===== config.mk =====
export PLATFORM = sky130hd
export DESIGN_NAME = uart_rx_cmd
export DESIGN_NICKNAME = d
export VERILOG_FILES = /design/src/rtl/uart_rx_cmd.sv
export SDC_FILE = /design/constraint.sdc
export NUM_CORES = 1
export LEC_CHECK = 0
export CAP_MARGIN = 10
export CORE_ASPECT_RATIO = 1.1
export CORE_MARGIN = 8
export CORE_UTILIZATION = 60
export CTS_BUF_LIST = sky130_fd_sc_hd__clkbuf_16
export CTS_CLUSTER_DIAMETER = 40
export CTS_CLUSTER_SIZE = 20
export DETAILED_ROUTE_END_ITERATION = 6
export MAX_ROUTING_LAYER = met4
export PLACE_DENSITY = 0.83
export SLEW_MARGIN = 10
export SYNTH_ARGS = -nofsm -noshare
export SYNTH_HDL_FRONTEND = slang
export SYNTH_SLANG_ARGS = --single-unit

===== constraint.sdc =====
create_clock -name clk_3125KHz -period 2.7 [get_ports clk_3125KHz]
set_input_delay 0.27 -clock clk_3125KHz [delete_from_list [all_inputs] [get_ports clk_3125KHz]]
set_output_delay 0.27 -clock clk_3125KHz [all_outputs]
set_load 0.03 [all_outputs]

===== src/rtl/uart_rx_cmd.sv =====
// uart_rx_cmd: 8N1 UART receiver with a "$<op><digit>#" command parser.
// The serial line is synchronised and sampled at the middle of each bit.
// Correctly framed bytes are passed to a small parser, which publishes
// accepted opcode/argument pairs.
module uart_rx_cmd #(
   parameter int unsigned CLKS_PER_BIT = 27
) (
   input  logic       clk_3125KHz,
   input  logic       reset,
   input  logic       rx,
   output logic [7:0] rx_data,
   output logic       rx_valid,
   output logic       frame_err,
   output logic [7:0] cmd,
   output logic [3:0] arg,
   output logic       cmd_valid
);

   localparam int unsigned CW = (CLKS_PER_BIT > 1) ? $clog2(CLKS_PER_BIT) : 1;
   localparam logic [CW-1:0] CNT_FULL = CW'(CLKS_PER_BIT - 1);
   localparam logic [CW-1:0] CNT_HALF = CW'((CLKS_PER_BIT - 1) / 2);

   typedef enum logic [1:0] {IDLE, START, DATA, STOP} rx_state_t;
   typedef enum logic [1:0] {P_WAIT, P_CMD, P_ARG, P_END} p_state_t;

   // synchroniser and arming
   logic            r_sync1, r_sync2;
   logic [1:0]      r_fill;
   logic            r_armed;
   logic            w_rx;

   // receiver
   rx_state_t       r_state, w_state_nxt;
   logic [CW-1:0]   r_clk_cnt, w_clk_cnt_nxt;
   logic [2:0]      r_bit_idx, w_bit_idx_nxt;
   logic [7:0]      r_shift, w_shift_nxt;
   logic [7:0]      r_rx_data, w_rx_data_nxt;
   logic            r_rx_valid, w_rx_valid_nxt;
   logic            r_frame_err, w_frame_err_nxt;

   // parser
   p_state_t        r_pstate, w_pstate_nxt;
   logic [7:0]      r_pend_cmd, w_pend_cmd_nxt;
   logic [3:0]      r_pend_arg, w_pend_arg_nxt;
   logic [7:0]      r_cmd, w_cmd_nxt;
   logic [3:0]      r_arg, w_arg_nxt;
   logic            r_cmd_valid, w_cmd_valid_nxt;

   logic            w_is_op, w_is_digit;

   assign w_rx = r_sync2;

   // Two-flop synchroniser; r_fill marks when r_sync2 holds a real line
   // sample, and r_armed blocks start detection until the line was seen high.
   always_ff @(posedge clk_3125KHz) begin
      if (reset) begin
         r_sync1 <= 1'b1;
         r_sync2 <= 1'b1;
         r_fill  <= '0;
         r_armed <= 1'b0;
      end else begin
         r_sync1 <= rx;
         r_sync2 <= r_sync1;
         r_fill  <= {r_fill[0], 1'b1};
         if (r_fill[1] && w_rx)
            r_armed <= 1'b1;
      end
   end

   // Receive FSM next-state, bit timing, shifting and strobe generation.
   always_comb begin
      w_state_nxt     = r_state;
      w_clk_cnt_nxt   = r_clk_cnt;
      w_bit_idx_nxt   = r_bit_idx;
      w_shift_nxt     = r_shift;
      w_rx_data_nxt   = r_rx_data;
      w_rx_valid_nxt  = 1'b0;
      w_frame_err_nxt = 1'b0;
      case (r_state)
         IDLE: begin
            if (r_armed && !w_rx) begin
               w_state_nxt   = START;
               w_clk_cnt_nxt = '0;
               w_bit_idx_nxt = '0;
            end
         end
         START: begin
            if (r_clk_cnt == CNT_HALF) begin
               w_clk_cnt_nxt = '0;
               w_state_nxt   = w_rx ? IDLE : DATA;
            end else begin
               w_clk_cnt_nxt = r_clk_cnt + 1'b1;
            end
         end
         DATA: begin
            if (r_clk_cnt == CNT_FULL) begin
               w_clk_cnt_nxt = '0;
               w_shift_nxt   = {w_rx, r_shift[7:1]};
               w_bit_idx_nxt = r_bit_idx + 3'd1;
               if (r_bit_idx == 3'd7)
                  w_state_nxt = STOP;
            end else begin
               w_clk_cnt_nxt = r_clk_cnt + 1'b1;
            end
         end
         STOP: begin
            if (r_clk_cnt == CNT_FULL) begin
               w_clk_cnt_nxt = '0;
               w_state_nxt   = IDLE;
               if (w_rx) begin
                  w_rx_data_nxt  = r_shift;
                  w_rx_valid_nxt = 1'b1;
               end else begin
                  w_frame_err_nxt = 1'b1;
               end
            end else begin
               w_clk_cnt_nxt = r_clk_cnt + 1'b1;
            end
         end
         default: w_state_nxt = IDLE;
      endcase
   end

   // Receive FSM state and datapath registers.
   always_ff @(posedge clk_3125KHz) begin
      if (reset) begin
         r_state     <= IDLE;
         r_clk_cnt   <= '0;
         r_bit_idx   <= '0;
         r_shift     <= '0;
         r_rx_data   <= '0;
         r_rx_valid  <= 1'b0;
         r_frame_err <= 1'b0;
      end else begin
         r_state     <= w_state_nxt;
         r_clk_cnt   <= w_clk_cnt_nxt;
         r_bit_idx   <= w_bit_idx_nxt;
         r_shift     <= w_shift_nxt;
         r_rx_data   <= w_rx_data_nxt;
         r_rx_valid  <= w_rx_valid_nxt;
         r_frame_err <= w_frame_err_nxt;
      end
   end

   assign w_is_op    = (r_rx_data == 8'h46) || (r_rx_data == 8'h53) ||
                       (r_rx_data == 8'h4C) || (r_rx_data == 8'h52);
   assign w_is_digit = (r_rx_data >= 8'h30) && (r_rx_data <= 8'h39);

   // Parser FSM: advances on each received byte, '$' always restarts a frame.
   always_comb begin
      w_pstate_nxt    = r_pstate;
      w_pend_cmd_nxt  = r_pend_cmd;
      w_pend_arg_nxt  = r_pend_arg;
      w_cmd_nxt       = r_cmd;
      w_arg_nxt       = r_arg;
      w_cmd_valid_nxt = 1'b0;
      if (r_frame_err) begin
         w_pstate_nxt = P_WAIT;
      end else if (r_rx_valid) begin
         if (r_rx_data == 8'h24) begin
            w_pstate_nxt = P_CMD;
         end else begin
            case (r_pstate)
               P_WAIT: w_pstate_nxt = P_WAIT;
               P_CMD: begin
                  if (w_is_op) begin
                     w_pend_cmd_nxt = r_rx_data;
                     w_pstate_nxt   = P_ARG;
                  end else begin
                     w_pstate_nxt = P_WAIT;
                  end
               end
               P_ARG: begin
                  if (w_is_digit) begin
                     // low nibble of an ASCII digit equals its value
                     w_pend_arg_nxt = r_rx_data[3:0];
                     w_pstate_nxt   = P_END;
                  end else begin
                     w_pstate_nxt = P_WAIT;
                  end
               end
               P_END: begin
                  if (r_rx_data == 8'h23) begin
                     w_cmd_nxt       = r_pend_cmd;
                     w_arg_nxt       = r_pend_arg;
                     w_cmd_valid_nxt = 1'b1;
                  end
                  w_pstate_nxt = P_WAIT;
               end
               default: w_pstate_nxt = P_WAIT;
            endcase
         end
      end
   end

   // Parser state and command output registers.
   always_ff @(posedge clk_3125KHz) begin
      if (reset) begin
         r_pstate    <= P_WAIT;
         r_pend_cmd  <= '0;
         r_pend_arg  <= '0;
         r_cmd       <= '0;
         r_arg       <= '0;
         r_cmd_valid <= 1'b0;
      end else begin
         r_pstate    <= w_pstate_nxt;
         r_pend_cmd  <= w_pend_cmd_nxt;
         r_pend_arg  <= w_pend_arg_nxt;
         r_cmd       <= w_cmd_nxt;
         r_arg       <= w_arg_nxt;
         r_cmd_valid <= w_cmd_valid_nxt;
      end
   end

   assign rx_data   = r_rx_data;
   assign rx_valid  = r_rx_valid;
   assign frame_err = r_frame_err;
   assign cmd       = r_cmd;
   assign arg       = r_arg;
   assign cmd_valid = r_cmd_valid;

endmodule


# ---- Word level (Yosys, flattened, before mapping)
# Cells that the tools add are included.
dict set report word_totals {
  regBits 60
  inputBits 3
  output_inout_bits 23
  wordCells 92
}
dict set report op_classes {
  add_sub_neg 2
  magnitude_cmp 2
  n_eq_ne 20
  n_mux 22
  n_bitwise 6
  reduce_logical 22
}
# op n
set op_table {}
lappend op_table {{equality test 8 x 7 -> 1 bit (second input constant)} 4}
lappend op_table {{AND reduction 5 bit} 4}
lappend op_table {{2-to-1 mux 2 bit} 9}
lappend op_table {{equality test 8 x 6 -> 1 bit (second input constant)} 2}
lappend op_table {{2-to-1 mux 5 bit} 3}
lappend op_table {{case mux 5 bit (3 select lines)} 1}
lappend op_table {{inequality test 2 bit (second input constant)} 5}
lappend op_table {{equality test 2 bit (second input constant)} 4}
lappend op_table {{>= comparator 8 x 6 -> 1 bit (second input constant)} 1}
lappend op_table {{<= comparator 8 x 6 -> 1 bit (second input constant)} 1}
lappend op_table {{case mux 2 bit (4 select lines)} 1}
lappend op_table {{2-to-1 mux 3 bit} 2}
lappend op_table {{NOT 1 bit} 6}
lappend op_table {{case mux 2 bit (3 select lines)} 1}
lappend op_table {{case mux 3 bit (2 select lines)} 1}
lappend op_table {{AND reduction 3 bit} 2}
lappend op_table {{OR reduction 2 bit} 3}
lappend op_table {{adder 5 x 1 -> 5 bit (second input constant)} 1}
lappend op_table {{equality test 5 x 4 -> 1 bit (second input constant)} 1}
lappend op_table {{equality test 5 bit (second input constant)} 1}
lappend op_table {{OR reduction 5 bit} 1}
lappend op_table {{equality test 2 x 1 -> 1 bit (second input constant)} 2}
lappend op_table {{zero test 2 bit} 2}
lappend op_table {{2-to-1 mux 1 bit} 4}
lappend op_table {{other kinds (8)} 12}

# ---- Logic depth before layout (Yosys ltp)
dict set report logic_depth {
  word_depth 7
  ltp_mapped 8
  mapped_depth_nobuf 6
}

# ---- Worst setup path after synthesis
# No wires, ideal clock.
dict set report synth_path {
  kind {register -> register}
  startpoint {register r_rx_data[5] (netlist: rx_data[5])}
  endpoint {register r_cmd[0] (netlist: cmd[0])}
  setup_time_ns 0.130
  arrival_ns 1.604
  required_time_ns 2.570
  path_slack_ns 0.966
  path_stages_with_launch 6
  path_buffers 1
  synth_period_minus_slack_ns 1.734
  path_cell_list {dfxtp_1 > nand4bb_4 > nor4_4 > buf_6 > mux2i_1 > nor2_2}
}
dict set report synth_via {
  elab_chain_len 3
  elab_cells_between_ends 4
  classes_between {eq/ne (2); bitwise (1); reduce/logical (1)}
}
# element line
set synth_rtl {}
lappend synth_rtl {{start: declaration} 37} ;# logic [7:0] r_rx_data, w_rx_data_nxt;
lappend synth_rtl {{start signal: assignment} 139} ;# r_rx_data <= w_rx_data_nxt;
lappend synth_rtl {{equality test 8 x 6 -> 1 bit} 160} ;# if (r_rx_data == 8'h24) begin
lappend synth_rtl {{NOT 1 bit (no source line)} --}
lappend synth_rtl {{AND reduction 5 bit (no source line) (*)} --}
lappend synth_rtl {{end signal: assignment} 209} ;# r_cmd <= w_cmd_nxt;
lappend synth_rtl {{end: declaration} 45} ;# logic [7:0] r_cmd, w_cmd_nxt;
# Mark *: on every way between the ends. The rest lies on a longest branch, timed or not.
# A chain may end at the register's enable or synchronous reset.

# ---- Worst setup path after layout
dict set report layout_path {
  startpoint {register r_clk_cnt[0]}
  endpoint {register r_rx_data[5] (netlist: rx_data[5])}
}
dict set report layout_via {
  elab_chain_len 2
}
# element line
set layout_rtl {}
lappend layout_rtl {{start: declaration} 34} ;# logic [CW-1:0] r_clk_cnt, w_clk_cnt_nxt;
lappend layout_rtl {{start signal: assignment} 136} ;# r_clk_cnt <= w_clk_cnt_nxt;
lappend layout_rtl {{equality test 5 bit} 107} ;# if (r_clk_cnt == CNT_FULL) begin
lappend layout_rtl {{AND reduction 3 bit (no source line)} --}
# No other way between the ends.

==> results.yml <==
power_and_ir_drop:
  internal_power_mw: 1.59
  swShare_pct: 19.3
  total_power_mw: 1.97
  ir_drop_uv: 484
  power_density_nw_per_um2: 652
  p_seq_share_pct: 45.5
  power.static_leakage_nw: 1.13
  power.share.clock_pct: 53.1
  p_sw_mw: 0.380
  combPwrFrac_pct: 1.4
floorplan:
  die_w_um: 77.3
  die_area_sq_um: 6440
  coreArea_sq_um: 3960
  rows: 24
  pin_count: 26
  dieHeight_um: 83.4
  initial_core_util_pct: 62.5
cells_and_area:
  final_common_cell: "dfxtp_1"
  post-route-util_pct: 76.2
  area_growth_pct: 21.9
  layout-drive-gt1-share_pct: 11.8
  layout_common_cells: "dfxtp_1 (60), mux2i_1 (37), nor2_1 (31), clkdlybuf4s50_1 (24), nand2_1 (12)"
  instances_no_fill: 324
  n_antenna_cell: 0
  nets: 276
worst_setup_path:
  cp.required_ns: 2.89
  cpLargestDelayFamily: "simple AND/OR/NAND/NOR gates"
  path_cells: "inv_1, ha_1, and4b_1, nand4_1, mux2i_1, nor2_1"
  critPathBufInv: 1
  rr_worst_depth: 6
  end_kind: "register"
  worstPathMaxFanout: 9
  r2r_start: "r_clk_cnt[0]$_SDFFE_PP0P_"
  cp-start-kind: "register"
  critPathMaxStageDelay_ns: 0.51
  slowest_stage: "nand4_1"
  critPathKind: "reg -> reg"
  worst-r2r-setup-slack_ns: 0.77
  critPathArrivalTime_ns: 2.12
  r2r-end: "rx_data[5]$_SDFFE_PP0P_"
  path_depth: 6
detailed_routing:
  first_iter_violations: 99
  wl_per_cell_um: 14.8
  wirelength_um: 4800
  drc: 0
  vias_per_cell: 5.57
  vias: 1806
  antenna_left: 0
  drt_first_pass_iters: 4
logic_synthesis:
  synth_top_family_by_area: "simple AND/OR/NAND/NOR gates"
  yosys.area_share.simple_pct: 21.8
  synthCells: 243
  synth_edf_count: 0
  synth-xor-area-share_pct: 0.354
  syn_area_per_cell_sq_um: 10.2
  ys_seq_elements: 60
  syn_nets: 251
  synth-main-ff-cell: "dfxtp_1"
  synthArstFlopShare_pct: 0
  synth.area.mux_share_pct: 15.0
  yosys.area_share.adder_pct: 2.53
  synth-seq-area-share_pct: 48.5
  synthesis.area_sq_um: 2480
  synth_cell_types: 48
  ys_warn_count: 0
  synth_compound_area_share_pct: 8.54
sta:
  clock_skew_ns: 0.00260
  setup_viol: 0
  rsz0062_at_grt: "false"
  worst_slew_pin_slew_ns: 0.598
  slew_headroom_pct: 60.1
  period_share_pct: 71.6
  hold_viol: 0
  slew_viol_final: 0
  min_period_ns: 1.93
  max_freq_ghz: 0.518
  setup-tns-final_ns: 0
place:
  port_buffers: 25
  dp_cells: 309
  globalplace.congestion: 0.819
  dpl.hpwl_um: 3190
min_path:
  min_from: "r_sync1$_SDFF_PP1_"
  min_to: "r_sync2$_SDFF_PP1_"
  min_path_cells: 1
  hp-class: "reg -> reg"
clocking:
  cts.path.max_buffers: 2
  cts_resized: 0
  clock_latency_ns: 0.32
  clockRootBuffer: "clkbuf_16"
  cts_tree: "yes"
  cts.clk_slew.worst_paths_ns: 0.05
  cts.htree.levels: 3
  clkSinkCount: 60
  cts_buffers: 9
  cts_setup_buffers: 0
  cts_hold_buf: 0
grt:
  grt_usage_pct: 15.8
  grt_max_degree: 32
  grt_pass1_wl_um: 7940
  grt-ovfl-total: 0
  first_global_vias: 1698
  antenna_found_initial: 0
job:
  maxCapViolations: 0
outcome:
  outcome: "completed"
[Yosys cell counts (2+ instances only)]
master / number / area (sq um)
nor2_1: 31 / 116
o21ai_0: 4 / 20.0
nand3_1: 2 / 10.0
a311oi_1: 2 / 17.5
ha_1: 5 / 62.6
nand2b_1: 3 / 18.8
buf_2: 3 / 15.0
and2b_1: 2 / 15.0
or2_2: 2 / 12.5
clkbuf_1: 10 / 37.5
and3_1: 2 / 12.5
nand4b_1: 5 / 43.8
nor3b_1: 6 / 45.0
a21o_1: 2 / 15.0
nor2b_1: 4 / 25.0
mux2i_1: 37 / 370
a22oi_1: 2 / 15.0
a21oi_1: 8 / 40.0
nand4_1: 2 / 12.5
nor2_2: 9 / 56.3
dfxtp_1: 60 / 1200
nand2_1: 12 / 45.0
inv_1: 5 / 18.8
[cell type report]
cell class,instances,area [sq um]
Sequential cell,60,1200
Multi-Input combinational cell,164,1190
Fill cell,283,945
Timing Repair Buffer,28,268
Clock buffer,9,225
Tap cell,52,65.1
Clock inverter,6,48.8
Inverter,5,18.8
[power groups by stage]
| stage | logic [mW] | clock network, mW | registers [mW] |
|---|---|---|---|
| after floorplan | 0.0221 | 0 | 0.912 |
| after global placement | 0.0273 | 0 | 0.913 |
| after detailed placement | 0.0278 | 0 | 0.913 |
| after CTS | 0.0280 | 1.06 | 0.896 |
| after global routing | 0.0302 | 1.11 | 0.895 |
| final | 0.0276 | 1.05 | 0.896 |
[worst max path at each step]
| stage | start | endpoint |
|---|---|---|
| after CTS | r_clk_cnt[1]$_SDFFE_PP0P_ | rx_data[1]$_SDFFE_PP0P_ |
| after detailed placement | r_clk_cnt[0]$_SDFFE_PP0P_ | rx_data[1]$_SDFFE_PP0P_ |
| final | r_clk_cnt[0]$_SDFFE_PP0P_ | rx_data[5]$_SDFFE_PP0P_ |
| after global routing | r_clk_cnt[0]$_SDFFE_PP0P_ | rx_data[6]$_SDFFE_PP0P_ |
| after global placement | r_clk_cnt[0]$_SDFFE_PP0P_ | rx_data[1]$_SDFFE_PP0P_ |
| after floorplan | rx_data[5]$_SDFFE_PP0P_ | cmd[0]$_SDFFE_PP0P_ |
[registers in the layout, indices dropped and copies added, names as in the netlist, named ones only]
| register | cells |
|---|---|
| r_clk_cnt | 5 |
| r_armed | 1 |
| r_pstate | 2 |
| rx_valid | 1 |
| r_sync1 | 1 |
| r_pend_cmd | 8 |
| r_fill | 2 |
| r_state | 1 |
| cmd | 8 |
| r_bit_idx | 3 |
| r_sync2 | 1 |
| cmd_valid | 1 |
| arg | 4 |
| r_pend_arg | 4 |
| rx_data | 8 |
| r_shift | 8 |
| frame_err | 1 |
[metrics by stage]
step	instance area, sq um	hold WS [ns]	worst slack [ns]
floorplan	2480	0.374	0.966
detailed placement	2750	0.403	0.773
finish	3020	0.424	0.768
global placement	2750	0.399	0.868
global route	3020	0.451	0.610
CTS	3020	0.425	0.762
[cells by family (layout without fill, tap and decap cells)]
| kind of cell | after synthesis | count (layout) |
|---|---|---|
| compound gates | 30 | 30 |
| xor+xnor | 1 | 1 |
| fa+ha+maj | 5 | 5 |
| buf+inv | 19 | 48 |
| flops | 60 | 60 |
| mux | 37 | 37 |
| simple gates | 91 | 91 |
[metal layers]
metal | up-vias | share of wire [%] | global-route usage [%]
li1 | 909 | - | -
met1 | 863 | 45 | 16.5
met2 | 26 | 49 | 25.1
met3 | 8 | 4.3 | 6.47
met4 | 0 | 1.8 | 8.25
met5 | - | 0 | -
No activity file was read; power rests on OpenSTA's default activity.
